File: config.mk
export PLATFORM = sky130hd
export DESIGN_NAME = poly_control
export DESIGN_NICKNAME = d
export VERILOG_FILES = /design/src/rtl/poly_control.sv
export SDC_FILE = /design/constraint.sdc
export NUM_CORES = 1
export LEC_CHECK = 0
export CORE_ASPECT_RATIO = 0.7
export CORE_MARGIN = 1.5
export CORE_UTILIZATION = 35
export CTS_BUF_LIST = sky130_fd_sc_hd__clkbuf_4 sky130_fd_sc_hd__clkbuf_8
export DETAILED_ROUTE_END_ITERATION = 10
export GPL_ROUTABILITY_DRIVEN = 0
export PLACE_DENSITY = 0.58
export SYNTH_ARGS = -nofsm -noshare
export SYNTH_HDL_FRONTEND = slang
export SYNTH_SLANG_ARGS = --single-unit
export TNS_END_PERCENT = 100
File: constraint.sdc
create_clock -name clk -period 1.82 [get_ports clk]
set_input_delay 0.182 -clock clk [delete_from_list [all_inputs] [get_ports clk]]
set_output_delay 0.182 -clock clk [all_outputs]
set_load 0.1 [all_outputs]
File: src/rtl/poly_control.sv
// poly_control: Moore sequencer for the polynomial datapath that computes
// resultado = A*X^2 + B*X + C in ten micro-steps (B..K), then pulses done.
//
// Ports:
//   clk        system clock, rising edge
//   rst        asynchronous active-high reset, forces IDLE
//   start      run request, sampled only in IDLE
//   m0/m1/m2   datapath mux selects (2 bits each)
//   lx         datapath enable (every compute state)
//   ls         load R1 from TEMP
//   lh         load R2 (TEMP, or X*X in state C)
//   h          operation select: 1 = multiply, 0 = add
//   busy       high in B..K and DONE
//   done       one-cycle pulse in DONE, resultado valid
module poly_control (
  input  logic       clk,
  input  logic       rst,
  input  logic       start,
  output logic [1:0] m0,
  output logic [1:0] m1,
  output logic [1:0] m2,
  output logic       lx,
  output logic       ls,
  output logic       lh,
  output logic       h,
  output logic       busy,
  output logic       done
);

  localparam int unsigned STATE_W = 4;

  typedef enum logic [STATE_W-1:0] {
    ST_IDLE = 4'd0,
    ST_B    = 4'd1,
    ST_C    = 4'd2,
    ST_D    = 4'd3,
    ST_E    = 4'd4,
    ST_F    = 4'd5,
    ST_G    = 4'd6,
    ST_H    = 4'd7,
    ST_I    = 4'd8,
    ST_J    = 4'd9,
    ST_K    = 4'd10,
    ST_DONE = 4'd11
  } state_t;

  typedef struct packed {
    logic [1:0] m0;
    logic [1:0] m1;
    logic [1:0] m2;
    logic       lx;
    logic       ls;
    logic       lh;
    logic       h;
    logic       busy;
    logic       done;
  } ctrl_t;

  state_t state;
  ctrl_t  ctrl;

  // Successor state; illegal encodings fall back to IDLE.
  function automatic state_t next_state(input state_t s, input logic go);
    state_t n;
    n = ST_IDLE;
    case (s)
      ST_IDLE: n = go ? ST_B : ST_IDLE;
      ST_B:    n = ST_C;
      ST_C:    n = ST_D;
      ST_D:    n = ST_E;
      ST_E:    n = ST_F;
      ST_F:    n = ST_G;
      ST_G:    n = ST_H;
      ST_H:    n = ST_I;
      ST_I:    n = ST_J;
      ST_J:    n = ST_K;
      ST_K:    n = ST_DONE;
      default: n = ST_IDLE;
    endcase
    return n;
  endfunction

  // Per-state control word; IDLE, DONE and illegal states keep the datapath quiet.
  function automatic ctrl_t decode(input state_t s);
    ctrl_t c;
    c = '0;
    case (s)
      ST_B: begin c.lx = 1'b1; c.h = 1'b1; end
      ST_C: begin c.lx = 1'b1; c.lh = 1'b1; c.h = 1'b1; end
      ST_D: begin c.m0 = 2'b01; c.m1 = 2'b01; c.m2 = 2'b11; c.lx = 1'b1; c.h = 1'b1; end
      ST_E: begin c.m0 = 2'b01; c.m1 = 2'b01; c.m2 = 2'b11; c.lx = 1'b1; c.lh = 1'b1; c.h = 1'b1; end
      ST_F: begin c.m0 = 2'b10; c.m1 = 2'b01; c.lx = 1'b1; c.h = 1'b1; end
      ST_G: begin c.m0 = 2'b10; c.m1 = 2'b01; c.lx = 1'b1; c.ls = 1'b1; c.h = 1'b1; end
      ST_H: begin c.m1 = 2'b11; c.m2 = 2'b10; c.lx = 1'b1; end
      ST_I: begin c.m1 = 2'b11; c.m2 = 2'b10; c.lx = 1'b1; c.lh = 1'b1; end
      ST_J: begin c.m0 = 2'b11; c.m1 = 2'b01; c.m2 = 2'b11; c.lx = 1'b1; end
      ST_K: begin c.m0 = 2'b11; c.m1 = 2'b01; c.m2 = 2'b11; c.lx = 1'b1; c.ls = 1'b1; end
      ST_DONE: begin c.busy = 1'b1; c.done = 1'b1; end
      default: c = '0;
    endcase
    if (s >= ST_B && s <= ST_K) c.busy = 1'b1;
    return c;
  endfunction

  // The control word is registered from the successor state, so it always
  // matches the state register without a decode stage after the flops.
  always_ff @(posedge clk or posedge rst) begin
    if (rst) begin
      state <= ST_IDLE;
      ctrl  <= '0;
    end else begin
      state <= next_state(state, start);
      ctrl  <= decode(next_state(state, start));
    end
  end

  assign m0   = ctrl.m0;
  assign m1   = ctrl.m1;
  assign m2   = ctrl.m2;
  assign lx   = ctrl.lx;
  assign ls   = ctrl.ls;
  assign lh   = ctrl.lh;
  assign h    = ctrl.h;
  assign busy = ctrl.busy;
  assign done = ctrl.done;

endmodule
Word level (Yosys, flattened, before mapping)
Index checks and enable logic that the tools add are counted.

Bits of input ports: 3. Output and inout port bits: 12. Logic and storage cells: 56. Register bits after elaboration: 16.

Reductions and logical operators: 12. Multiplexer cells: 11. $lt $le $gt $ge: 2. Equal/unequal tests: 21.

Operator list (count): $pmux W4 S11 (1); $eq A4 B3 Y1 const B (8); $eq A4 B4 Y1 const B (7); $eq A4 B2 Y1 const B (4); $reduce_or A6 Y1 (2); $reduce_or A10 Y1 (1); $reduce_or A2 Y1 (5); $eq A4 B1 Y1 const B (2); $pmux W2 S2 (2); $mux W1 (6); $pmux W2 S3 (1); $ge A4 B1 Y1 const B (1); $le A4 B4 Y1 const B (1); $logic_not A4 Y1 (1); $reduce_or A4 Y1 (1); $reduce_or A3 Y1 (1); $mux W2 (1); $logic_and A1 B1 Y1 (1).

Longest topological paths before layout
Gate-level depths: netlist of run 1.

Depth after elaboration: 5. Gate-level depth with buffers: 3. Mapped depth without buffers: 2.

Worst setup path after synthesis of run 1
Ideal clock, no wire load.

Path kind: register -> output. From: register ctrl, in the netlist busy. To: output port busy. Path slack: 755 ps. Arrival time: 883 ps. Cell stages (with the launch flop): 1. Buffers on the path: 0. Required time: 1638 ps. Path through: dfrtp_1.

RTL lines: start: declaration (line 60) `ctrl_t ctrl;`; start signal: assignment (line 113) `ctrl <= decode(next_state(state, start));`; end: declaration (line 26) `output logic busy,`.

No word-level cell between the ends.

Final worst setup path of run 1
From: register state[3]. To: register ctrl, in the netlist m2[1].

Cells in the longest elaborated chain, start to end: 5. Elaborated cells on any way between the ends: 21. Those cells by class: eq/ne: 16; mux: 2; reduce/logical: 3.

Ends and longest elaborated chain: start: declaration (line 59) `state_t state;`; start signal: assignment (line 112) `state <= next_state(state, start);`; $eq A4 B4 Y1, or another cell as far along (line 66) `case (s)`; $pmux W4 S11 (*) (line 66); $eq A4 B4 Y1, or another cell as far along (line 87) `case (s)`; $reduce_or A4 Y1 (no source line) / $reduce_or A2 Y1 (equally long branches); $pmux W2 S2 (*) (line 87).

Mark *: on every way between the ends. The rest lies on a longest branch, timed or not.

==> results of run 1 <==
## final timing paths
kind	slack, ns	startpoint	to	cells after the start
min in group clk	0.58	start	state[0]	3
hold reg to reg	0.66	state[0]	state[0]	1
max in group asynchronous	1.17	rst	busy	2
setup / recovery	0.62	state[3]	m2[1]	1
setup reg to reg	0.62	state[3]	m2[1]	1
hold / removal	0.27	rst	m2[0]	2
## cell usage in the layout (no fill, tap or decap), types with 2 or more instances in the layout
cell type and instances:
dfrtp_1 16, buf_4 12, nor2_1 3, xnor2_1 3, clkbuf_4 3, mux2i_1 2, a21oi_1 2, inv_1 2
a211oi_1 2, clkdlybuf4s50_1 2
## per-stage QoR
stage	setup slack (ns)	hold slack [ns]	area [um^2]	cells	util, %
after floorplan	0.755	0.0957	663	51	-
final	0.623	0.269	783	85	46.6
after detailed placement	0.629	0.590	761	82	45.2
after CTS	0.617	0.289	783	85	46.6
after global placement	0.636	0.595	761	82	45.2
after global routing	0.514	0.321	783	85	46.6
## routing by layer
metal | track usage [%] | vias up | routed length [um]
met2 | 14.3 | 12 | 398
met1 | 17.5 | 182 | 509
met5 | 0 | - | 0
li1 | - | 202 | -
met4 | 3.66 | 0 | 5
met3 | 8.02 | 2 | 86
## cells by family (layout without fill, tap and decap cells)
logic type      count (synthesis)  count (layout)
flops                          16              16
simple gates                   12              12
compound gates                 10              10
buf+inv                         7              20
xor+xnor                        3               3
mux                             3               3
## sequential cells by signal, summed over array words and instances (netlist names)
name / cells
busy: 1
done: 1
h: 1
lh: 1
ls: 1
lx: 1
m0: 2
m1: 2
m2: 2
state: 4
## area by class of cell
type                    instances  area [um^2]  share of cell area, %
multi-input cells              28          213                   27.2
well taps                      21         26.3                   3.35
clock buffers                   3         22.5                   2.88
repair buffers                 14          110                   14.1
inverters                       3         11.3                   1.44
flip-flops and latches         16          400                   51.1
==> flow_metrics.tcl, run 1 <==
set metrics [dict create \
    synth_top_family_by_area "compound AO/OA/AOI/OAI gates" \
    syn_inst 51 \
    arrival_ns 1.36 \
    grt_pass1_wl_um 1690 \
    yosys.area.top_type "dfrtp_1" \
    skew_ns 0.00260 \
    maxSlewHeadroom_pct 60.4 \
    fillers 163 \
    critPathRequiredTime_ns 1.99 \
    setup_viol 0 \
    core_um2 1680 \
    finalCritPeriodShare_pct 65.7 \
    syn_nets 54 \
    first_global_vias 340 \
    cp-end-kind "register" \
    crit_path_start_kind "register" \
    maxCapViolCount 0 \
    clkTransAtPathRegs_ns 0.08 \
    cts_sinks 16 \
    die_y_um 39.4 \
    rows 12 \
    drtIter0Drc 6 \
    max_freq_ghz 0.836 \
    synth_top_area_share_pct 60.4 \
    ys_seq_elements 16 \
    final.setup.tns_ns 0 \
    dieArea_um2 2170 \
    drive_gt1_share_pct 34.4 \
    cts-root-buf "clkbuf_4" \
    path_buf_inv 0 \
    synth.most_common_cell "dfrtp_1" \
    max_slew.worst_pin.slew_ns 0.593 \
    place_hpwl_um 695 \
    yosysSeqAreaShare_pct 60.4 \
    drt_wl_total_um 1000 \
    syn_area_um2 663 \
    synthMuxAreaShare_pct 4.72 \
    hp-class "input port to async pin" \
    drc_errors 0 \
    slew_viol_final 0 \
    die_w_um 55.0 \
    antenna_found_initial 0 \
    synth_edf_count 0 \
    synth_adder_area_share_pct 0 \
    overflow 0 \
    path_cells "mux2_2" \
    ios 15 \
    path_delay_family "flip-flops" \
    cp_slowest_stage_delay_ns 0.69 \
    track_usage_pct 12.3 \
    area_delta_synth_final_pct 18.1 \
    finalCriticalPeriod_ns 1.20 \
    cp_slowest_cell "dfrtp_1" \
    synth_xor_area_share_pct 3.96 \
    cts_resized 0 \
    n_antenna_cell 0 \
    avgViaCountPerCell 4.68 \
    wire_per_inst_um 11.8 \
    avgSynthCellArea_um2 13.0 \
    synth-main-ff-cell "dfrtp_1" \
    cts_buffers 3 \
    cts.path.max_buffers 2 \
    final_hold_viol_count 0 \
    rsz0062_at_grt "false" \
    synth_compound_area_share_pct 12.1 \
    synthSimpleGateAreaFrac_pct 11.3 \
    status "finished, final reports clean" \
    fin_nets 69 \
    synthTopCellsByCount "dfrtp_1 (16), buf_6 (3), nor2_1 (3), xnor2_1 (3)" \
    ant_nets 0 \
    clk_latency_ns 0.28 \
    htree_levels 1 \
    path_class "register to register" \
    cts_tree "built" \
    cts_hold_buf 0 \
    portBuffers 14 \
    yosysUniqueCellTypes 26 \
    yosys-top-cells-area "dfrtp_1 (60%), buf_6 (5.1%), xnor2_1 (4.0%)" \
    grt_max_degree 17 \
    start_util_pct 39.4 \
    yosysWarnings 0 \
    post_cts_buffers 0 \
    vias 398 \
    drtPass1Iterations 3 \
    crit_fanout 15 \
    async_flop_share_pct 100 \
]
Power of run 1 is left out: the tool's default activity adds up to more than one toggle a clock period on the data nets, which glitch-free logic cannot reach.
==> inputs of run 2 (changes only) <==
--- a/config.mk
+++ b/config.mk
@@ -11,7 +11,7 @@
 export CTS_BUF_LIST = sky130_fd_sc_hd__clkbuf_4 sky130_fd_sc_hd__clkbuf_8
 export DETAILED_ROUTE_END_ITERATION = 10
 export GPL_ROUTABILITY_DRIVEN = 0
-export PLACE_DENSITY = 0.58
+export PLACE_DENSITY = 0.6
 export SYNTH_ARGS = -nofsm -noshare
 export SYNTH_HDL_FRONTEND = slang
 export SYNTH_SLANG_ARGS = --single-unit
==> constraint.sdc (replaced) <==
create_clock -name clk -period 1.1 [get_ports clk]
set_input_delay 0.11 -clock clk [delete_from_list [all_inputs] [get_ports clk]]
set_output_delay 0.11 -clock clk [all_outputs]
set_load 0.1 [all_outputs]
==> run 2 against run 1 <==
Against the previous run:
- core utilization rose by 13 points
- setup slack worse by 0.56 ns
- fmax rose by 15%
- register-to-register slack got worse by 0.56 ns
- critical path depth increased by 1
- clock-buffer cell count rose by 1
- critical endpoint is now busy
==> flow_metrics.tcl, run 2 (synthesized netlist as in run 1, its figures left out) <==
set metrics [dict create \
    drt_wl_total_um 1100 \
    track_usage_pct 12.0 \
    clkTransAtPathRegs_ns 0.09 \
    final_common_cell "dfrtp_1" \
    cts_buffers 3 \
    cts_hold_buf 0 \
    critPathRequiredTime_ns 1.26 \
    ant_nets 0 \
    cts_tree "built" \
    ios 15 \
    cts_sinks 16 \
    path_cells "nor3_1 > a22oi_1" \
    path_delay_family "flip-flops" \
    drtIter0Drc 10 \
    final.setup.tns_ns 0 \
    portBuffers 14 \
    dieArea_um2 2170 \
    crit_path_start_kind "register" \
    area_delta_synth_final_pct 51.7 \
    maxSlewHeadroom_pct 78.4 \
    crit_fanout 11 \
    drive_gt1_share_pct 47.2 \
    finalCriticalPeriod_ns 1.04 \
    rsz0062_at_grt "false" \
    clk_latency_ns 0.28 \
    cts.path.max_buffers 2 \
    arrival_ns 1.20 \
    fin_nets 76 \
    layout_common_cells "dfrtp_1 (13), buf_12 (12), buf_4 (6)" \
    cts-root-buf "clkbuf_4" \
    whs_ns 0.122 \
    hp-class "input port to async pin" \
    grt_pass1_wl_um 1700 \
    maxCapViolCount 0 \
    largest_register "state" \
    status "finished, final reports clean" \
    path_class "register to register" \
    first_global_vias 380 \
    die_w_um 55.0 \
    skew_ns 0.00307 \
    finalCritPeriodShare_pct 94.7 \
    final_hold_viol_count 0 \
    max_slew.worst_pin.slew_ns 0.324 \
    overflow 0 \
    grt_max_degree 17 \
    vias 432 \
    avgViaCountPerCell 4.65 \
    path_buf_inv 0 \
    drtPass1Iterations 4 \
    setup_viol 0 \
    place_hpwl_um 726 \
    htree_levels 1 \
    slew_viol_final 0 \
    cp_slowest_cell "dfrtp_2" \
    die_y_um 39.4 \
    drc_errors 0 \
    cp_slowest_stage_delay_ns 0.50 \
    max_freq_ghz 0.960 \
    largest_reg_flops 4 \
    cp-end-kind "register" \
    wire_per_inst_um 11.8 \
    n_antenna_cell 0 \
    antenna_found_initial 0 \
    core_um2 1680 \
    start_util_pct 39.4 \
    rows 12 \
]
run 2: cell type report:
type,instances,area (um^2)
fill,147,676
sequential,16,404
timing repair buffer,21,310
multi-input combinational,28,218
clock buffer,4,36.3
tap,21,26.3
inverter,3,11.3
run 2: repair_timing:
| action | in CTS | in global routing |
|---|---|---|
| setup endpoints to repair | 1 | 2 |
| resized for setup | 2 | 2 |
| buffers inserted | 0 | 2 |
run 2: final timing paths:
path,from,cells after the start,endpoint,slack (ns)
worst max-delay path,state[3],2,busy,0.06
worst min-delay path,rst,3,m0[1],0.12
worst max register to register,state[3],2,busy,0.06
worst min register to register,state[3],1,state[2],0.57
max in group asynchronous,rst,3,state[1],0.79
min in group clk,start,3,state[0],0.50
run 2: layer usage:
| metal | global-route usage (%) | routed length, um | up-vias |
|---|---|---|---|
| met1 | 16.1 | 547 | 200 |
| met3 | 6.87 | 82 | 2 |
| met5 | 0 | 0 | - |
| met2 | 15.2 | 454 | 14 |
| li1 | - | - | 216 |
| met4 | 5.49 | 11 | 0 |
run 2: per-stage QoR:
stage / cells / instance area, um^2 / setup WS (ns) / util (%)
floorplan: 51 / 663 / 0.107 / -
global placement: 87 / 948 / -0.0150 / 56.4
detailed placement: 87 / 948 / -0.00765 / 56.4
CTS: 91 / 987 / 0.0245 / 58.7
global route: 93 / 1010 / 0.0138 / 59.8
finish: 93 / 1010 / 0.0588 / 59.8
run 2: tightest hold or removal path: cells and delay by family:
kind	cells	cell delay, ns
buf+inv	3	0.67
Power of run 2 is left out for the same reason.
